<file path="src/rtl/inst_fetch.sv">
// Instruction fetch stage: PC, imem req/ack, registered inst to decode.
// Optional FETCH_CNT_EN adds the fetch_count accepted-instruction counter.
module inst_fetch #(
  parameter int unsigned     XLEN     = 32,
  parameter logic [XLEN-1:0] RESET_PC = '0
) (
  input  logic            clk,
  input  logic            rst,
  output logic            imem_req,
  output logic [XLEN-1:0] imem_addr,
  input  logic            imem_ack,
  input  logic [31:0]     imem_rdata,
  output logic [31:0]     inst,
  output logic [XLEN-1:0] pc,
  output logic            inst_valid,
  input  logic            inst_ready,
  input  logic            redirect,
  input  logic [XLEN-1:0] redirect_pc,
  output logic            misalign_exc
`ifdef FETCH_CNT_EN
  ,
  output logic [31:0]     fetch_count
`endif
);

  localparam logic [31:0] NOP = 32'h0000_0013;

  typedef enum logic [2:0] {
    S_START,
    S_FETCH,
    S_HOLD,
    S_DISCARD,
    S_FAULT
  } state_t;

  state_t          state_q, state_d;
  logic [XLEN-1:0] pc_q, pc_d;
  logic [XLEN-1:0] addr_q, addr_d;
  logic [31:0]     inst_q, inst_d;
  logic            mis_q, mis_d;
  logic            tgt_misal;
  logic            pending;

  assign tgt_misal = |redirect_pc[1:0];
  // a request is on the bus and will not complete this cycle
  assign pending = (state_q == S_FETCH || state_q == S_DISCARD)
                 && !imem_ack;

  always_ff @(posedge clk or posedge rst) begin
    if (rst) begin
      state_q <= S_START;
      pc_q    <= RESET_PC;
      addr_q  <= RESET_PC;
      inst_q  <= NOP;
      mis_q   <= 1'b0;
    end else begin
      state_q <= state_d;
      pc_q    <= pc_d;
      addr_q  <= addr_d;
      inst_q  <= inst_d;
      mis_q   <= mis_d;
    end
  end

  always_comb begin
    state_d = state_q;
    pc_d    = pc_q;
    inst_d  = inst_q;
    mis_d   = mis_q;
    if (redirect) begin
      pc_d  = redirect_pc;
      mis_d = tgt_misal;
      if (pending)
        state_d = S_DISCARD;
      else
        state_d = tgt_misal ? S_FAULT : S_FETCH;
    end else begin
      case (state_q)
        S_START: state_d = S_FETCH;
        S_FETCH: begin
          if (imem_ack) begin
            inst_d  = imem_rdata;
            state_d = S_HOLD;
          end
        end
        S_HOLD: begin
          if (inst_ready) begin
            pc_d    = pc_q + XLEN'(4);
            state_d = S_FETCH;
          end
        end
        S_DISCARD: begin
          if (imem_ack)
            state_d = mis_q ? S_FAULT : S_FETCH;
        end
        S_FAULT: state_d = S_FAULT;
        default: state_d = S_START;
      endcase
    end
    // the address only moves when a fresh request begins
    if (state_d == S_FETCH)
      addr_d = {pc_d[XLEN-1:2], 2'b00};
    else
      addr_d = addr_q;
  end

  always_comb begin
    imem_req   = (state_q == S_FETCH) || (state_q == S_DISCARD);
    inst_valid = (state_q == S_HOLD);
  end

  assign imem_addr    = addr_q;
  assign inst         = inst_q;
  assign pc           = pc_q;
  assign misalign_exc = mis_q;

`ifdef FETCH_CNT_EN
  logic [31:0] cnt_q, cnt_d;

  always_comb begin
    cnt_d = cnt_q;
    if (inst_valid && inst_ready && !redirect)
      cnt_d = cnt_q + 32'd1;
  end

  always_ff @(posedge clk or posedge rst) begin
    if (rst)
      cnt_q <= '0;
    else
      cnt_q <= cnt_d;
  end

  assign fetch_count = cnt_q;
`endif

endmodule
</file>
<file path="config.mk">
export PLATFORM = sky130hd
export DESIGN_NAME = inst_fetch
export DESIGN_NICKNAME = d
export VERILOG_FILES = /design/src/rtl/inst_fetch.sv
export SDC_FILE = /design/constraint.sdc
export NUM_CORES = 1
export LEC_CHECK = 0
export BUFFER_PORTS_ARGS = -buffer_cell sky130_fd_sc_hd__buf_2
export CAP_MARGIN = 20
export CORE_MARGIN = 2
export CORE_UTILIZATION = 45
export DETAILED_ROUTE_END_ITERATION = 6
export GPL_TIMING_DRIVEN = 0
export PLACE_DENSITY = 0.74
export SKIP_CTS_REPAIR_TIMING = 1
export SLEW_MARGIN = 20
export SYNTH_ARGS = -nofsm -noshare
export SYNTH_HDL_FRONTEND = slang
export SYNTH_SLANG_ARGS = --single-unit
</file>
<file path="constraint.sdc">
create_clock -name clk -period 4.1 [get_ports clk]
set_input_delay 0.205 -clock clk [delete_from_list [all_inputs] [get_ports clk]]
set_output_delay 0.205 -clock clk [all_outputs]
set_load 0.01 [all_outputs]
</file>
* Word level (Yosys, flattened, before mapping) *
Cells that the tools add are included.

storage, ports and cells
  flip-flop bits (word level) = 98
  bits in latches = 0
  RAM bits = 0
  memory bits (read-only) = 0
  bits of input ports = 69
  output and inout bits = 99
  memories kept = 0

operators by class
  $add $sub $neg = 1
  multiply operators = 0
  divide/modulo/power cells = 0
  order comparisons = 0
  eq/ne operators = 5
  shifts and indexed selects = 0
  mux-type cells = 11
  bitwise gates (word level) = 1
  reduce and logical (&&, ||, !) cells = 9

operators by type and width
  kind                                                                   count
  32-bit 2-to-1 mux                                                      3
  32-bit by 3-bit adder with 32-bit output, second input constant        1
  3-bit 2-to-1 mux                                                       7
  3-bit one-hot mux with 5 select lines                                  1
  3-bit by 1-bit equality test with 1-bit output, second input constant  2
  3-bit by 2-bit equality test with 1-bit output, second input constant  2
  2-bit nonzero test                                                     2
  3-bit equality test, second input constant                             1
  3-bit zero test                                                        1
  3-bit AND reduction                                                    1
  2-bit AND reduction                                                    1
  2-bit OR reduction                                                     1
  1-bit logical AND                                                      1
  1-bit zero test                                                        1
  1-bit logical OR                                                       1
  1-bit NOT                                                              1

* Depth between registers and ports, before layout *
Gate-level depths: netlist of the first run.

  depth in word-level cells = 6
  mapped depth = 9
  depth with buffers taken out = 6

* Least setup slack after synthesis of the first run *
No wires, ideal clock.

  kind = reg-to-reg
  start = reg state_q[0]
  end = reg addr_q[26], in the netlist imem_addr[26]
  setup time = 132 ps
  arrival time = 2019 ps
  path slack = 1949 ps
  stages on the path, launching flop included = 7
  cells stage by stage = dfrtp_1 > buf_6 > nand4bb_4 > or4_4 > or4_4 > xor2_1 > o211ai_1

between the ends
  cells in the longest elaborated chain, start to end = 6
  elaborated cells between the ends (all ways) = 16
  classes of those cells = eq/ne: 5; mux: 8; reduce/logical: 3

RTL lines
  what                                                                                                                     line    text
  from (decl)                                                                                                              36      state_t state_q, state_d;
  from (signal assigned)                                                                                                   57      state_q <= state_d;
  3-bit by 1-bit equality test with 1-bit output / 3-bit by 2-bit equality test with 1-bit output (equally long branches)  46, 78
  1-bit logical OR                                                                                                         46      assign pending = (state_q == S_FETCH || state_q == S_DISCARD)
  1-bit logical AND                                                                                                        47      && !imem_ack;
  3-bit 2-to-1 mux                                                                                                         73      if (pending)
  3-bit 2-to-1 mux                                                                                                         70      if (redirect) begin
  3-bit by 1-bit equality test with 1-bit output                                                                           101     if (state_d == S_FETCH)
  to (signal assigned)                                                                                                     59      addr_q <= addr_d;
  to (decl)                                                                                                                38      logic [XLEN-1:0] addr_q, addr_d;

Parallel ways exist; a longest one is shown, timed or not. The select of a mux whose other input is x is not followed.
A chain may end at the register's enable or synchronous reset.

* Worst setup path in the final report of the first run *
  start = reg state_q[0]
  end = reg pc_q[17], in the netlist pc[17]

between the ends
  cells in the longest elaborated chain, start to end = 3

RTL lines
  what                                            line  text
  3-bit by 2-bit equality test with 1-bit output  78    case (state_q)
  32-bit 2-to-1 mux                               78
  32-bit 2-to-1 mux                               70
  named net pc_d[17]                              37    logic [XLEN-1:0] pc_q, pc_d;
  to (signal assigned)                            58    pc_q <= pc_d;
  to (decl)                                       37

The timed path passes the listed nets, and every way through them passes these cells. The select of a mux whose other input is x is not followed.

==> out/results.ini, run 1 <==
[clock_network]
ctsHtreeMaxLevel = 3
numClockSinks = 98
cts_root_buf = clkbuf_8
cts_tree = done
cts_buffers = 9
path_clk_slew_ns = 0.10
worstSkewPairLatency_ns = 0.36
clockBufferDepth = 2

[power]
peakVddDrop_uv = 312
pwr-share-seq_pct = 47.0
cellPowerDensity_mw_per_mm2 = 508
p_int_mw = 2.03
power_frac_clock_pct = 22.4
p_leak_nw = 2.70
p_sw_share_pct = 32.1
combPwrFrac_pct = 30.6
p_total_mw = 2.99
switchingPower_mw = 0.960

[die]
fp.dieW_um = 105
die_area_mm2 = 0.0111
fp.dieH_um = 105
io_pins = 168
rows = 37
core_area_mm2 = 0.0101
start_util_pct = 45.7

[logic_synthesis]
synth-edff-count = 0
synth_area_per_cell_um2 = 10.9
seq_area_frac_synth_pct = 53.0
ys_warn_count = 0
synthCells = 425
ys_ff_latch = 98
ys_async_sr_fraction_pct = 100
synth_ff_type = dfrtp_1
ys_types = 53
syn-cell-area_mm2 = 0.00463

[critical_path]
rr_startpoint = state_q[0]
crit_family = simple AND/OR/NAND/NOR gates
cp_data_arrival_time_ns = 2.76
setup.worst_path.end = pc[17]
max_stage_delay_ns = 0.40
crit_cells = 7
reg2reg_to = pc[17]
cp-end-kind = flip-flop
worstPathRequired_ns = 4.35
crit_start = state_q[0]
r2r_cells = 7
path_max_fanout = 9
critPathKind = flip-flop to flip-flop
worstSetupStartpointType = flip-flop
crit_slowest_cell = dfrtp_1
crit_chain = buf_6 > and4bb_2 > buf_2 > nand4_1 > nor2_1 > mux2_2 > or2_2
rrSetupSlack_ns = 1.58
path_buf_inv = 2

[routing]
postRouteAntennaNets = 0
drcViolationCount = 0
first_iter_violations = 285
vias = 4073
dr_wl_met2_um = 5950
wl_um = 12500
wl_met3_um = 854
wl_per_cell_um = 16.7
dr.pass1.iters = 5
via_per_inst = 5.47
m1WireLength_um = 5280
top_layer = met4

[layout]
final_common_cell = buf_2
final_nets = 674
drive_gt1_share_pct = 42.3
fillerInstances = 883
area_growth_pct = 27.2
finalCoreUtilization_pct = 58.1
layout_common_cells = 171 x buf_2, 95 x dfrtp_1, 51 x mux2_2
diodes = 0

[global_route]
grt_pass1_wl_um = 19800
track_usage_pct = 22.7
overflow = 0
grt_max_degree = 75
grt_pass1_vias = 3959
antenna_found_initial = 0

[timing]
finClkSkew_ns = 0.0116
tightest_slew_ns = 0.873
setup_violations = 0
hold_violations = 0
finalMaxSlewViolations = 0
rsz0062_at_grt = false
relSlewSlack_pct = 41.3
fin_ws_ns = 1.58
hold_ws_ns = 0.0639
finalCriticalPeriod_ns = 2.52
tns_ns = 0
timing.fmax_ghz = 0.397
final.period_utilization_pct = 61.4

[placed_design]
hpwl_um = 9210
port_buffers = 165
place_congestion = 0.871
dpl_worst_slack_ns = 1.67

[min_path]
hp-class = input pin to flip-flop
hold_depth = 2

[run_status]
status = finished clean

[job]
drv_cap = 0

## cell families (layout without fill, tap and decap cells)
| kind of cell | after synthesis | count (layout) | synth area share [%] |
|---|---|---|---|
| muxes | 53 | 53 | 12.8 |
| DFF | 98 | 98 | 53.0 |
| buffers and inverters | 31 | 213 | 3.00 |
| xor gates and xnor gates | 15 | 15 | 2.84 |
| other | 1 | 2 | 0.0810 |
| and+or+nand+nor | 153 | 153 | 18.1 |
| AOI/OAI and AO/OA | 73 | 73 | 9.86 |
| adders and majority gates | 1 | 1 | 0.270 |
## final cells by class
| cell class | instances | area, um^2 | area share (%) |
|---|---|---|---|
| clock inverter | 6 | 82.6 | 1.40 |
| sequential | 98 | 2460 | 41.7 |
| tap | 136 | 170 | 2.89 |
| inverter | 6 | 27.5 | 0.467 |
| timing repair buffer | 167 | 863 | 14.6 |
| buffer | 25 | 116 | 1.97 |
| multi-input combinational | 297 | 2050 | 34.8 |
| clock buffer | 9 | 124 | 2.10 |
## Yosys cell counts (2+ instances only)
| library cell | n | area share, % |
|---|---|---|
| dfstp_2 | 3 | 1.7 |
| or3_1 | 4 | 0.54 |
| nor2_1 | 24 | 1.9 |
| nor3_1 | 5 | 0.54 |
| buf_2 | 6 | 0.65 |
| a22oi_1 | 2 | 0.32 |
| mux2i_1 | 2 | 0.43 |
| a31oi_1 | 2 | 0.27 |
| o211ai_1 | 7 | 1.1 |
| and2_1 | 3 | 0.41 |
| a32oi_1 | 2 | 0.38 |
| nor2b_1 | 9 | 1.2 |
| a221o_1 | 2 | 0.43 |
| buf_1 | 7 | 0.57 |
| and4_1 | 3 | 0.57 |
| xnor2_1 | 7 | 1.3 |
| nor4b_1 | 2 | 0.38 |
| nor4_1 | 10 | 1.4 |
| nand4_1 | 11 | 1.5 |
| mux2_2 | 51 | 12 |
| nand4b_1 | 5 | 0.95 |
| nand3_1 | 17 | 1.8 |
| or4_4 | 2 | 0.49 |
| nand2_1 | 41 | 3.3 |
| buf_4 | 2 | 0.32 |
| inv_1 | 6 | 0.49 |
| dfrtp_1 | 95 | 51 |
| a211oi_1 | 3 | 0.49 |
| nand2b_1 | 4 | 0.54 |
| o31ai_1 | 3 | 0.49 |
| a21oi_1 | 26 | 2.8 |
| or2_2 | 4 | 0.54 |
| clkbuf_1 | 9 | 0.73 |
| nor3b_1 | 4 | 0.65 |
| o21ai_0 | 17 | 1.8 |
| xor2_1 | 8 | 1.5 |
## flip-flops by register name, summed over array words and instances, names as in the netlist
signal and flops:
imem_addr 30, inst 32, state_q 3, pc 32, misalign_exc 1
## layer usage
metal | up-vias | track usage [%]
met5 | - | 0
met4 | 0 | 10.3
met3 | 36 | 4.14
met2 | 170 | 36.7
met1 | 1976 | 29.7
li1 | 1891 | -
## worst min path at each step
stage / startpoint / slack (ns) / end
3_3_place_gp: redirect_pc[16] / 0.43 / pc[16]
5_1_grt: imem_rdata[24] / 0.05 / inst[24]
6_report: imem_rdata[25] / 0.06 / inst[25]
4_1_cts: rst / -0.23 / inst[15]
2_1_floorplan: redirect_pc[25] / 0.34 / pc[25]
3_5_place_dp: rst / 0.18 / inst[15]
## power by group through the flow
stage | clock, mW | sequential [mW] | combinational (mW)
2_1_floorplan | 0 | 1.54 | 0.379
3_5_place_dp | 0 | 1.42 | 0.922
5_1_grt | 0.732 | 1.44 | 0.993
3_3_place_gp | 0 | 1.41 | 0.899
4_1_cts | 0.686 | 1.41 | 0.925
6_report | 0.669 | 1.41 | 0.916
## stage by stage
stage	area [um^2]	instances
floorplan	4640	426
global placement	5630	727
detailed placement	5670	728
CTS	5880	743
global route	5890	744
finish	5890	744
Power figures use the tool's default switching activity.
==> inputs of run 2 (changes only) <==
ABC_AREA = 1   (was unset)
PLACE_DENSITY = 0.76   (was 0.74)
clock period = 2.05 ns   (was 4.1 ns; I/O delays follow)
==> run 2 against run 1 <==
- routed wire length grew 17%
- via count rose by 14%
- power grew 110%
- maximum frequency is 32% higher
- critical path depth up 3
- final cell count grew 23%
- worst setup slack worse by 1.4 ns
- clock power is 97% higher
- worst hold slack got worse by 0.062 ns
- core utilization up 4.4 points
==> out/results.ini, run 2 <==
[die]
core_area_mm2 = 0.0104  ; +2.7%
die_area_mm2 = 0.0116  ; +4.7%
rows = 37  ; unchanged
io_pins = 168  ; unchanged
fp.dieW_um = 108  ; +2.3%
start_util_pct = 46.6  ; +0.96 points
fp.dieH_um = 108  ; +2.3%

[global_route]
grt_pass1_wl_um = 21900  ; +10%
grt_max_degree = 36  ; -52%
track_usage_pct = 24.2  ; +1.5 points
overflow = 0  ; unchanged
grt_pass1_vias = 4488  ; +13%
antenna_found_initial = 0  ; unchanged

[routing]
dr.pass1.iters = 5  ; unchanged
wl_met3_um = 1170  ; +37%
vias = 4630  ; +14%
via_per_inst = 5.06  ; -7.6%
m1WireLength_um = 5860  ; +11%
first_iter_violations = 241  ; -15%
dr_wl_met2_um = 7230  ; +22%
top_layer = met4
wl_per_cell_um = 15.9  ; -5.0%
wl_um = 14600  ; +17%
drcViolationCount = 0  ; unchanged
postRouteAntennaNets = 0  ; unchanged

[logic_synthesis]
synth-simple-area-share_pct = 30.3  ; +12 points
synth_xor_area_share_pct = 1.08  ; -1.8 points
post-synth-top-count-cell = nand2_1
yosysTopAreaCellShare_pct = 48.9  ; -2.4 points
netlist_top_cells_count = 190 x nand2_1, 95 x dfrtp_1, 55 x nand3_1
synth-edff-count = 0  ; unchanged
ys_warn_count = 0  ; unchanged
synth_top_family_by_area = simple AND/OR/NAND/NOR gates
syn-cell-area_mm2 = 0.00486  ; +4.9%
synth-compound-area-share_pct = 4.61  ; -5.2 points
synthAdderAreaFrac_pct = 0.258  ; -0.013 points
ys_async_sr_fraction_pct = 100  ; unchanged
ys_types = 42  ; -21%
synth_area_leaders = dfrtp_1 49%, nand2_1 15%, mux2_2 7.4%, nand3_1 5.7%, inv_1 2.7%
ys_ff_latch = 98  ; unchanged
seq_area_frac_synth_pct = 50.6  ; -2.5 points
synthCells = 555  ; +31%
synth_area_per_cell_um2 = 8.75  ; -20%
synth_mux_area_share_pct = 7.42  ; -5.4 points
synth_ff_type = dfrtp_1
yosysTopAreaCell = dfrtp_1

[critical_path]
cp_data_arrival_time_ns = 2.16  ; -0.60 ns
setup.worst_path.end = imem_addr[22]
path_max_fanout = 5  ; -4
cp-end-kind = flip-flop
worstSetupStartpointType = flip-flop
rrSetupSlack_ns = 0.14  ; -1.44 ns
rr_startpoint = pc[3]
crit_start = pc[3]
r2r_cells = 10  ; +3
worstPathRequired_ns = 2.30  ; -2.05 ns
critPathKind = flip-flop to flip-flop
reg2reg_to = imem_addr[22]

[power]
p_leak_nw = 3.38  ; +25%
cellPowerDensity_mw_per_mm2 = 958  ; +89%
peakVddDrop_uv = 653  ; +110%
p_sw_share_pct = 34.3  ; +2.2 points
pwr-share-seq_pct = 46.2  ; -0.8 points
combPwrFrac_pct = 32.7  ; +2.1 points
p_int_mw = 4.10  ; +100%
power_frac_clock_pct = 21.1  ; -1.3 points
switchingPower_mw = 2.14  ; +120%

[placed_design]
dp.cells = 859  ; +18%
port_buffers = 165  ; unchanged
place_congestion = 0.950  ; +9.1%
hpwl_um = 10700  ; +16%
dpl_worst_slack_ns = 0.140  ; -1.53 ns

[layout]
final_nets = 844  ; +25%
area_growth_pct = 34.1
final_common_cell = nand2_1
diodes = 0  ; unchanged
instances_no_fill = 915  ; +23%
drive_gt1_share_pct = 33.9  ; -8.4 points
layout_common_cells = 190 x nand2_1, 172 x buf_2, 95 x dfrtp_1

[run_status]
status = finished clean

[clock_network]
worstSkewPairLatency_ns = 0.37  ; about the same
path_clk_slew_ns = 0.09  ; about the same
cts_tree = done
numClockSinks = 98  ; unchanged
cts_buffers = 9  ; unchanged
cts_root_buf = clkbuf_8
ctsHtreeMaxLevel = 3  ; unchanged
clockBufferDepth = 2  ; unchanged

[timing]
hold_violations = 0  ; unchanged
rsz0062_at_grt = false
relSlewSlack_pct = 49.5  ; +8.2 points
finClkSkew_ns = 0.0158  ; +0.00421 ns
finalMaxSlewViolations = 0  ; unchanged
finalCriticalPeriod_ns = 1.91  ; -0.606 ns
setup_violations = 0  ; unchanged
timing.fmax_ghz = 0.524  ; +32%
fin_ws_ns = 0.140  ; -1.44 ns
tightest_slew_ns = 0.755  ; -0.118 ns
final.period_utilization_pct = 93.2  ; +32 points
tns_ns = 0  ; unchanged

[job]
drv_cap = 0  ; unchanged

[min_path]
hp-class = input pin to flip-flop

## run 2: changes by cell type in the layout (fill, tap and decap cells not counted), sizes merged, moves of 9 or more
cell	change
or2	+11
nor4	-10
nor2b	-9
a21oi	-25
a21boi	+10
nor2	+16
inv	+31
nand3	+38
mux2	-19
nand2	+151
o21ai	-12
dlygate4sd3	+39
## run 2: power groups by stage
stage	Sequential (mW)	Clock, mW	Combinational, mW
final	2.89	1.32	2.04
after global routing	2.94	1.42	2.24
after CTS	2.86	1.33	1.97
after detailed placement	2.89	0	1.96
after global placement	2.86	0	1.89
after floorplan	3.12	0	0.800
## run 2: metal layers
metal,vias up,track usage [%]
met3,24,6.66
met1,2185,30.7
met5,-,0
met2,188,40.4
met4,0,7.60
li1,2233,-
## run 2: logic make-up (layout without fill, tap and decap cells)
group | count (synthesis) | after routing
AO/OA/AOI/OAI | 31 | 31
XOR/XNOR | 6 | 6
adder cells (fa/ha/maj) | 1 | 1
buffers and inverters | 59 | 282
flip-flops | 98 | 98
multiplexers | 32 | 32
other | 1 | 2
AND/OR/NAND/NOR | 327 | 327
## run 2: per-stage QoR
stage          area, um^2  utilization, %  total power [mW]  hold slack (ns)
4_1_cts              6110            58.7              6.16           -0.142
2_1_floorplan        4870               -              3.92            0.219
6_report             6520            62.5              6.24          0.00227
3_3_place_gp         5860            56.3              4.75            0.329
5_1_grt              6520            62.5              6.60          0.00386
3_5_place_dp         5900            56.7              4.85            0.258
## run 2: how the worst min path moves through the flow
stage	startpoint	to	slack (ns)	cells past startpoint
2_1_floorplan	redirect_pc[18]	pc[18]	0.22	1
3_3_place_gp	redirect_pc[5]	pc[5]	0.33	3
6_report	redirect_pc[1]	pc[1]	0.002	3
3_5_place_dp	rst	imem_addr[31]	0.26	2
4_1_cts	rst	imem_addr[31]	-0.14	2
5_1_grt	redirect_pc[15]	pc[15]	0.004	3
## run 2: final cells by class
class | instances | area [um^2]
Clock inverter | 2 | 35.0
Buffer | 21 | 133
Fill cell | 834 | 3900
Tap cell | 136 | 170
Timing Repair Buffer | 207 | 1270
Sequential cell | 98 | 2460
Clock buffer | 14 | 173
Multi-Input combinational cell | 399 | 2140
Inverter | 38 | 146
## run 2: critical path: stages (launching register included)
cell     delay (ns)
dfrtp_1        0.43
ha_1           0.26
inv_1          0.10
nor2_1         0.13
nand2_2        0.13
nor2_4         0.17
nand2_1        0.09
xor2_1         0.23
nand2_1        0.10
nand3_1        0.10
nand2_1        0.06
==> inputs of run 3 (changes only) <==
PLACE_DENSITY = 0.86   (was 0.76)
==> run 3 against run 2 <==
- sequential cell count unchanged
- largest power group unchanged
- clock skew about the same
- the flow now finishes with violations (hold timing)
- maximum frequency increased by 2.0%
- sequential power barely moved
- count of clock-buffer cells in the layout down 2
==> out/results.ini, run 3 (same netlist as run 2, synthesis figures left out) <==
[run_status]
status = complete, but fails checks
violations = hold timing

[timing]
finalCriticalPeriod_ns = 1.87  ; -0.0381 ns
finalMaxSlewViolations = 0  ; unchanged
tightest_slew_ns = 0.732  ; -0.0237 ns
hold_violations = 1  ; +1
relSlewSlack_pct = 51.1  ; +1.6 points
rsz0062_at_grt = false
tns_ns = 0  ; unchanged
timing.fmax_ghz = 0.534  ; +2.0%
final.period_utilization_pct = 91.3  ; -1.9 points
hold_ws_ns = -0.000503  ; -0.00277 ns
finClkSkew_ns = 0.0154  ; -0.000466 ns
setup_violations = 0  ; unchanged

[clock_network]
worstSkewPairLatency_ns = 0.37  ; about the same
cts_tree = done
path_clk_slew_ns = 0.10  ; about the same
clockBufferDepth = 2  ; unchanged
numClockSinks = 98  ; unchanged
ctsHtreeMaxLevel = 3  ; unchanged
cts_buffers = 9  ; unchanged
cts_root_buf = clkbuf_8

[critical_path]
worstSetupStartpointType = flip-flop
reg2reg_to = imem_addr[22]
path_max_fanout = 5  ; unchanged
crit_start = pc[2]
r2r_cells = 10  ; unchanged
worstPathRequired_ns = 2.32  ; +0.02 ns
rr_startpoint = pc[2]
rrSetupSlack_ns = 0.18  ; +0.04 ns
critPathKind = flip-flop to flip-flop
cp_data_arrival_time_ns = 2.14  ; -0.02 ns
cp-end-kind = flip-flop

[routing]
first_iter_violations = 231  ; -4.1%
postRouteAntennaNets = 0  ; unchanged
wl_um = 14400  ; -1.2%
drcViolationCount = 0  ; unchanged
via_per_inst = 5.01  ; -0.91%
dr.pass1.iters = 5  ; unchanged
vias = 4608  ; -0.48%
wl_per_cell_um = 15.6  ; -1.7%

[power]
peakVddDrop_uv = 736  ; +13%
p_leak_nw = 3.42  ; +0.97%
cellPowerDensity_mw_per_mm2 = 983  ; +2.6%

[layout]
area_growth_pct = 35.8
final_nets = 848  ; +0.47%
instances_no_fill = 919  ; +0.44%
final_common_cell = nand2_1
layout_common_cells = 190 x nand2_1, 172 x buf_2, 95 x dfrtp_1
drive_gt1_share_pct = 33.8  ; -0.045 points
diodes = 0  ; unchanged

[min_path]
holdPathEnd = pc[9]
hold_depth = 3  ; unchanged
hp-class = input pin to flip-flop
hp-start = redirect_pc[9]

[global_route]
overflow = 0  ; unchanged
grt_pass1_vias = 4318  ; -3.8%
grt_max_degree = 36  ; unchanged
grt_pass1_wl_um = 20700  ; -5.1%
antenna_found_initial = 0  ; unchanged
track_usage_pct = 23.2  ; -1.1 points

[die]
fp.dieH_um = 108  ; unchanged
io_pins = 168  ; unchanged
start_util_pct = 46.6  ; unchanged
rows = 37  ; unchanged
core_area_mm2 = 0.0104  ; unchanged
die_area_mm2 = 0.0116  ; unchanged
fp.dieW_um = 108  ; unchanged

[placed_design]
dp.cells = 859  ; unchanged
hpwl_um = 10300  ; -4.1%
place_congestion = 0.903  ; -4.9%
port_buffers = 165  ; unchanged

[job]
drv_cap = 0  ; unchanged

==> run 3: layer usage <==
layer / GRT usage (%) / routed length, um / vias to the layer above / share of wire, %
met5: 0 / 0 / - / 0
met4: 8.79 / 342 / 0 / 2.4
met3: 7.14 / 1330 / 26 / 9.3
met2: 37.8 / 6830 / 195 / 48
met1: 29.0 / 5870 / 2146 / 41
li1: - / - / 2241 / -
==> run 3: area by class of cell <==
class | count | area, um^2
multi-input combinational | 399 | 2140
clock inverter | 4 | 97.6
sequential | 98 | 2460
tap | 136 | 170
timing repair buffer | 211 | 1310
fill | 841 | 3820
clock buffer | 12 | 155
inverter | 38 | 146
buffer | 21 | 133
==> run 3: metrics by stage <==
step / hold slack, ns / worst slack, ns / area, um^2 / power (mW) / util, %
global placement: 0.325 / 0.171 / 5860 / 4.78 / 56.3
floorplan: 0.219 / 0.439 / 4870 / 3.92 / -
detailed placement: 0.253 / 0.192 / 5900 / 4.84 / 56.7
global route: 0.00411 / 0.0497 / 6600 / 6.85 / 63.4
finish: -0.000503 / 0.178 / 6600 / 6.49 / 63.4
CTS: -0.143 / 0.151 / 6150 / 6.38 / 59.1
==> run 3: critical path, stage by stage, from the launching register on <==
cell	delay (ns)
dfrtp_1	0.45
ha_1	0.25
inv_1	0.08
nor2_1	0.13
nand2_2	0.13
nor2_4	0.17
nand2_1	0.08
xor2_1	0.25
nand2_1	0.08
nand3_1	0.08
nand2_1	0.05
==> run 3: how the worst max path moves through the flow <==
stage	endpoint	slack (ns)	cells past startpoint
detailed placement	imem_addr[22]	0.19	10
CTS	imem_addr[22]	0.15	10
global placement	pc[6]	0.17	2
finish	imem_addr[22]	0.18	10
floorplan	imem_addr[22]	0.44	10
global route	imem_addr[22]	0.05	10
==> run 3: report_power, final <==
| group | leakage [nW] | internal [mW] | switching, mW |
|---|---|---|---|
| combinational | 2.12 | 0.934 | 1.12 |
| sequential | 1.17 | 2.51 | 0.369 |
| clock | 0.123 | 0.878 | 0.681 |
